`src/rtl/qr_inv.sv`:
```
// qr_inv: iterative inverse ChaCha quarter round, one sub-step per clock
module qr_inv #(
    parameter int NUM_QR = 1
) (
    input  logic        clk,
    input  logic        rst_n,
    input  logic        in_valid,
    output logic        in_ready,
    input  logic [31:0] a_in,
    input  logic [31:0] b_in,
    input  logic [31:0] c_in,
    input  logic [31:0] d_in,
    output logic        out_valid,
    input  logic        out_ready,
    output logic [31:0] a_out,
    output logic [31:0] b_out,
    output logic [31:0] c_out,
    output logic [31:0] d_out,
    output logic        busy
);
    typedef enum logic [1:0] {IDLE, RUN, DONE} state_t;
    localparam logic [4:0] LAST = 5'(NUM_QR - 1);
    state_t state, state_nxt;
    logic [31:0] a, b, c, d, a_nxt, b_nxt, c_nxt, d_nxt, b_rot, d_rot;
    logic [1:0] step;
    logic [4:0] round;
    logic last_step;
    assign in_ready  = rst_n && state == IDLE;
    assign busy      = state == RUN;
    assign last_step = step == 2'd3 && round == LAST;
    // Even steps undo the b/c half, odd steps the d/a half; step[1] picks the rotation pair
    always_comb begin
        b_rot = step[1] ? {b[11:0], b[31:12]} : {b[6:0], b[31:7]};
        d_rot = step[1] ? {d[15:0], d[31:16]} : {d[7:0], d[31:8]};
        b_nxt = step[0] ? b : b_rot ^ c;
        c_nxt = step[0] ? c : c - d;
        d_nxt = step[0] ? d_rot ^ a : d;
        a_nxt = step[0] ? a - b : a;
    end
    // State register
    always_ff @(posedge clk or negedge rst_n) begin
        if (!rst_n) state <= IDLE;
        else        state <= state_nxt;
    end
    // Next-state logic
    always_comb begin
        state_nxt = state;
        case (state)
            IDLE:    state_nxt = in_valid ? RUN : IDLE;
            RUN:     state_nxt = last_step ? DONE : RUN;
            DONE:    state_nxt = (out_valid && out_ready) ? IDLE : DONE;
            default: state_nxt = IDLE;
        endcase
    end
    // Working registers, step/round counters and registered outputs
    always_ff @(posedge clk or negedge rst_n) begin
        if (!rst_n) begin
            {a, b, c, d} <= '0;
            {a_out, b_out, c_out, d_out} <= '0;
            step      <= '0;
            round     <= '0;
            out_valid <= 1'b0;
        end else begin
            case (state)
                IDLE: if (in_valid) begin
                    {a, b, c, d} <= {a_in, b_in, c_in, d_in};
                    step  <= '0;
                    round <= '0;
                end
                RUN: begin
                    {a, b, c, d} <= {a_nxt, b_nxt, c_nxt, d_nxt};
                    step <= step + 2'd1;
                    if (step == 2'd3 && !last_step) round <= round + 5'd1;
                end
                DONE: if (!out_valid) begin
                    out_valid <= 1'b1;
                    {a_out, b_out, c_out, d_out} <= {a, b, c, d};
                end else if (out_ready) begin
                    out_valid <= 1'b0;
                end
                default: ;
            endcase
        end
    end
endmodule

```
`config.mk`:
```
export PLATFORM = sky130hd
export DESIGN_NAME = qr_inv
export DESIGN_NICKNAME = d
export VERILOG_FILES = /design/src/rtl/qr_inv.sv
export SDC_FILE = /design/constraint.sdc
export NUM_CORES = 1
export LEC_CHECK = 0
export CORE_ASPECT_RATIO = 0.7
export CORE_MARGIN = 1
export CORE_UTILIZATION = 54
export DETAILED_ROUTE_END_ITERATION = 10
export GPL_TIMING_DRIVEN = 0
export PLACE_DENSITY_LB_ADDON = 0.15
export SKIP_CTS_REPAIR_TIMING = 1
export SLEW_MARGIN = 0
export SYNTH_ARGS = -nofsm -noshare
export SYNTH_HDL_FRONTEND = slang
export SYNTH_SLANG_ARGS = --single-unit
```
`constraint.sdc`:
```
create_clock -name clk -period 3 [get_ports clk]
set_input_delay 0.3 -clock clk [delete_from_list [all_inputs] [get_ports clk]]
set_output_delay 0.3 -clock clk [all_outputs]
set_load 0.02 [all_outputs]
```
==> impl_metrics.csv <==
group,metric,value,unit
status,status,"finished with violations",
status,violations,"negative setup slack",
placement,hpwl,46000,µm
synth,seq_area_frac_synth,43.0,%
setup_path,crit_slowest_cell,"dfrtp_1",
synth,synthArstFlopShare,100,%
synth,synth_seq_cells,266,
timing,slew_headroom,21.4,%
synth,yosys_warnings,0,
clock_tree,root_buffer,"clkbuf_16",
detailed_routing,first_pass_iters,6,
setup_path,path_depth,11,
setup_path,crit_fanout,6,
floorplanning,die_w,204,µm
setup_path,cp-start-kind,"register",
final_layout,fillCellCount,2126,
setup_path,critPathTopFamily,"compound AO/OA/AOI/OAI gates",
global_route,grt_pass1_wl,86400,µm
timing,fin_skew,0.0137,ns
synth,synth-simple-area-share,10.0,%
global_route,overflow,0,
detailed_routing,viasPerCell,6.28,
clock_tree,numCtsBuffers,27,
detailed_routing,drt_iter0_drc,1544,
setup_path,rrSetupSlack,-0.06,ns
clock_tree,htreeDepth,1,
global_route,grt_max_degree,116,
synth,synth-edff-count,0,
timing,post-route-min-period,3.06,ns
timing,period_share,102,%
global_route,grt_use_total,40.8,%
synth,synth_xor_area_share,6.23,%
synth,synthFlopType,"dfrtp_1",
detailed_routing,routed_wirelength,60400,µm
timing,grt_setup_unrepaired,"yes",
setup_path,worst-setup-path-type,"reg2reg",
detailed_routing,via_count,14254,
clock_tree,insertion_delay,0.57,ns
floorplanning,rows,51,
setup_path,crit_path_max_incr_delay,0.42,ns
setup_path,regToRegEndpoint,"a[31]$_DFFE_PN0P_",
floorplanning,initial_core_util,55.3,%
setup_path,path_cells,"inv_1 -> ha_2 -> a2111oi_2 -> o21ai_1 -> a41oi_1 -> or2_2 -> a31oi_2 -> o21bai_2 -> nand2_1 -> o311ai_2 -> mux2i_1",
clock_tree,tritoncts,"done",
final_layout,final_common_cell,"clkdlybuf4s50_1",
global_route,antenna_found_initial,3,
setup_path,reg2regPathDepth,11,
synth,synth_fp_nets,1781,
timing,hold_viol_final,0,
hold_path,hold_start,"c_in[6]",
detailed_routing,detail_route.wl_per_cell,26.6,µm
placement,port_buffers,262,
final_layout,drive_gt1_share,12.9,%
synth,synthMuxAreaShare,13.8,%
synth,synth_top_family_by_area,"compound AO/OA/AOI/OAI gates",
final_layout,layout_common_cells,"clkdlybuf4s50_1 (260), dfrtp_1 (256), a21oi_1 (170), nor2_1 (140), mux2_2 (128)",
detailed_routing,drt.antenna.violating_nets,0,
timing,drv_slew,0,
placement,dp_slack,-0.425,ns
hold_path,min_path_cells,3,
run,cap_violations,0,
detailed_routing,drcViolationCount,0,
setup_path,required,3.50,ns
timing,setup_viol,6,
hold_path,hold_end,"c[6]$_DFFE_PN0P_",
hold_path,hold_class,"in2reg",
synth,synthCells,1582,
timing,tightest_slew,1.18,ns
global_route,grt_pass1_vias,13348,
synth,synth-compound-area-share,17.2,%
setup_path,r2r-start,"b[12]$_DFFE_PN0P_",
placement,place_congestion,0.992,
floorplanning,die_area,29300,µm²
synth,synth_cell_types,63,
setup_path,arrival,3.56,ns
floorplanning,die_h,144,µm
timing,setup_slack,-0.0629,ns
clock_tree,max-clock-path-buffers,3,
floorplanning,design.portCount,263,
final_layout,nNetsFinal,2077,
synth,synth_adder_area_share,5.52,%
clock_tree,cts_sinks,266,
setup_path,critical_path_buf_inv_count,1,
final_layout,syn_to_final_growth,28.6,%
setup_path,endpoint_kind,"register",
floorplanning,core_area,27900,µm²
timing,max_freq,0.326,GHz
clock_tree,path_clk_slew,0.07,ns
synth,postSynthAreaPerCell,9.78,µm²
synth,synth_area,15500,µm²
==> synthesized netlist by cell type (2+ instances only) <==
master | number | area (µm²)
a2111oi_0 | 3 | 26.3
and2_1 | 3 | 18.8
o311ai_0 | 2 | 17.5
nand2b_1 | 14 | 87.6
o21ai_0 | 58 | 290
or3_1 | 5 | 31.3
inv_1 | 74 | 278
xnor2_1 | 33 | 289
clkbuf_1 | 79 | 297
o22ai_1 | 7 | 43.8
o21a_1 | 8 | 60.1
a31oi_1 | 15 | 93.8
o21ai_1 | 7 | 35.0
nor3b_1 | 2 | 15.0
o211ai_1 | 10 | 75.1
dfrtp_1 | 266 | 6660
a21o_1 | 38 | 285
o2111ai_1 | 2 | 17.5
a21oi_1 | 175 | 876
buf_2 | 2 | 10.0
a221oi_1 | 2 | 17.5
buf_1 | 10 | 37.5
mux2_2 | 128 | 1440
a211oi_1 | 68 | 510
nor3_1 | 15 | 75.1
fa_1 | 2 | 40.0
xor2_1 | 77 | 674
nand3_1 | 31 | 155
o31ai_1 | 6 | 45.0
mux2i_1 | 70 | 701
o21bai_1 | 5 | 37.5
and3_1 | 21 | 131
ha_1 | 65 | 813
nand4_1 | 10 | 62.6
a21oi_4 | 2 | 32.5
nand2_1 | 86 | 323
a22oi_1 | 5 | 37.5
nor2_1 | 142 | 533
nor2b_1 | 10 | 62.6
==> cell type report <==
cell class,instances,area (µm²),area share [%]
Antenna cell,1,2.50,0.0126
Buffer,85,345,1.74
Clock buffer,37,793,3.99
Clock inverter,10,233,1.17
Inverter,74,282,1.41
Multi-Input combinational cell,1150,8330,41.8
Sequential cell,266,6670,33.5
Tap cell,371,464,2.33
Timing Repair Buffer,274,2780,14.0
==> metal layers <==
metal,share of wire (%),vias to the layer above,track usage [%]
met4,3.1,2,12.3
li1,-,6225,-
met5,0.022,-,0
met2,42,887,58.0
met1,43,6999,59.5
met3,12,141,12.1
==> flip-flops by register name, indices dropped and copies added (netlist names), 2 cells and up <==
signal,count
d,32
b_out,32
a,32
c_out,32
round,5
step,2
b,32
a_out,32
c,32
d_out,32
state,2
==> worst reg2reg max path: cells and delay by family (launching register included) <==
kind,cells,cell delay [ns]
AO/OA/AOI/OAI,6,1.46
flip-flops,1,0.42
adder cells (fa/ha/maj),1,0.37
AND/OR/NAND/NOR,2,0.32
multiplexers,1,0.22
buffers and inverters,1,0.21
==> logic make-up (layout without fill, tap and decap cells) <==
family          count (synthesis)  count (layout)
other cells                     0               1
mux                           198             198
compound gates                428             428
xor+xnor                      110             110
buf+inv                       166             480
simple gates                  347             347
fa+ha+maj                      67              67
flops                         266             266
==> through the flow <==
step	utilization, %	hold slack (ns)	cell area (µm²)	setup TNS, ns	cells
final	71.2	0.305	19900	-0.127	2268
after floorplan	-	0.00441	15500	0	1582
after global placement	66.4	0.490	18600	-2564.05	2215
after global routing	71.2	0.324	19900	-0.115	2267
after detailed placement	66.6	0.260	18600	-2.11	2217
after CTS	70.3	-0.326	19600	-2.63	2264
==> how the worst max path moves through the flow <==
stage / start / end / slack, ns
2_1_floorplan: a[10]$_DFFE_PN0P_ / a[22]$_DFFE_PN0P_ / 0.43
3_3_place_gp: rst_n / c_out[12]$_DFFE_PN0P_ / -9.64
3_5_place_dp: state[1]$_DFF_PN0_ / busy / -0.43
4_1_cts: state[1]$_DFF_PN0_ / busy / -1.04
5_1_grt: b[12]$_DFFE_PN0P_ / a[31]$_DFFE_PN0P_ / -0.06
6_report: b[12]$_DFFE_PN0P_ / a[31]$_DFFE_PN0P_ / -0.06
Power is not shown: default switching activity piles up to over one toggle a cycle in this logic, so the estimate is an artifact.
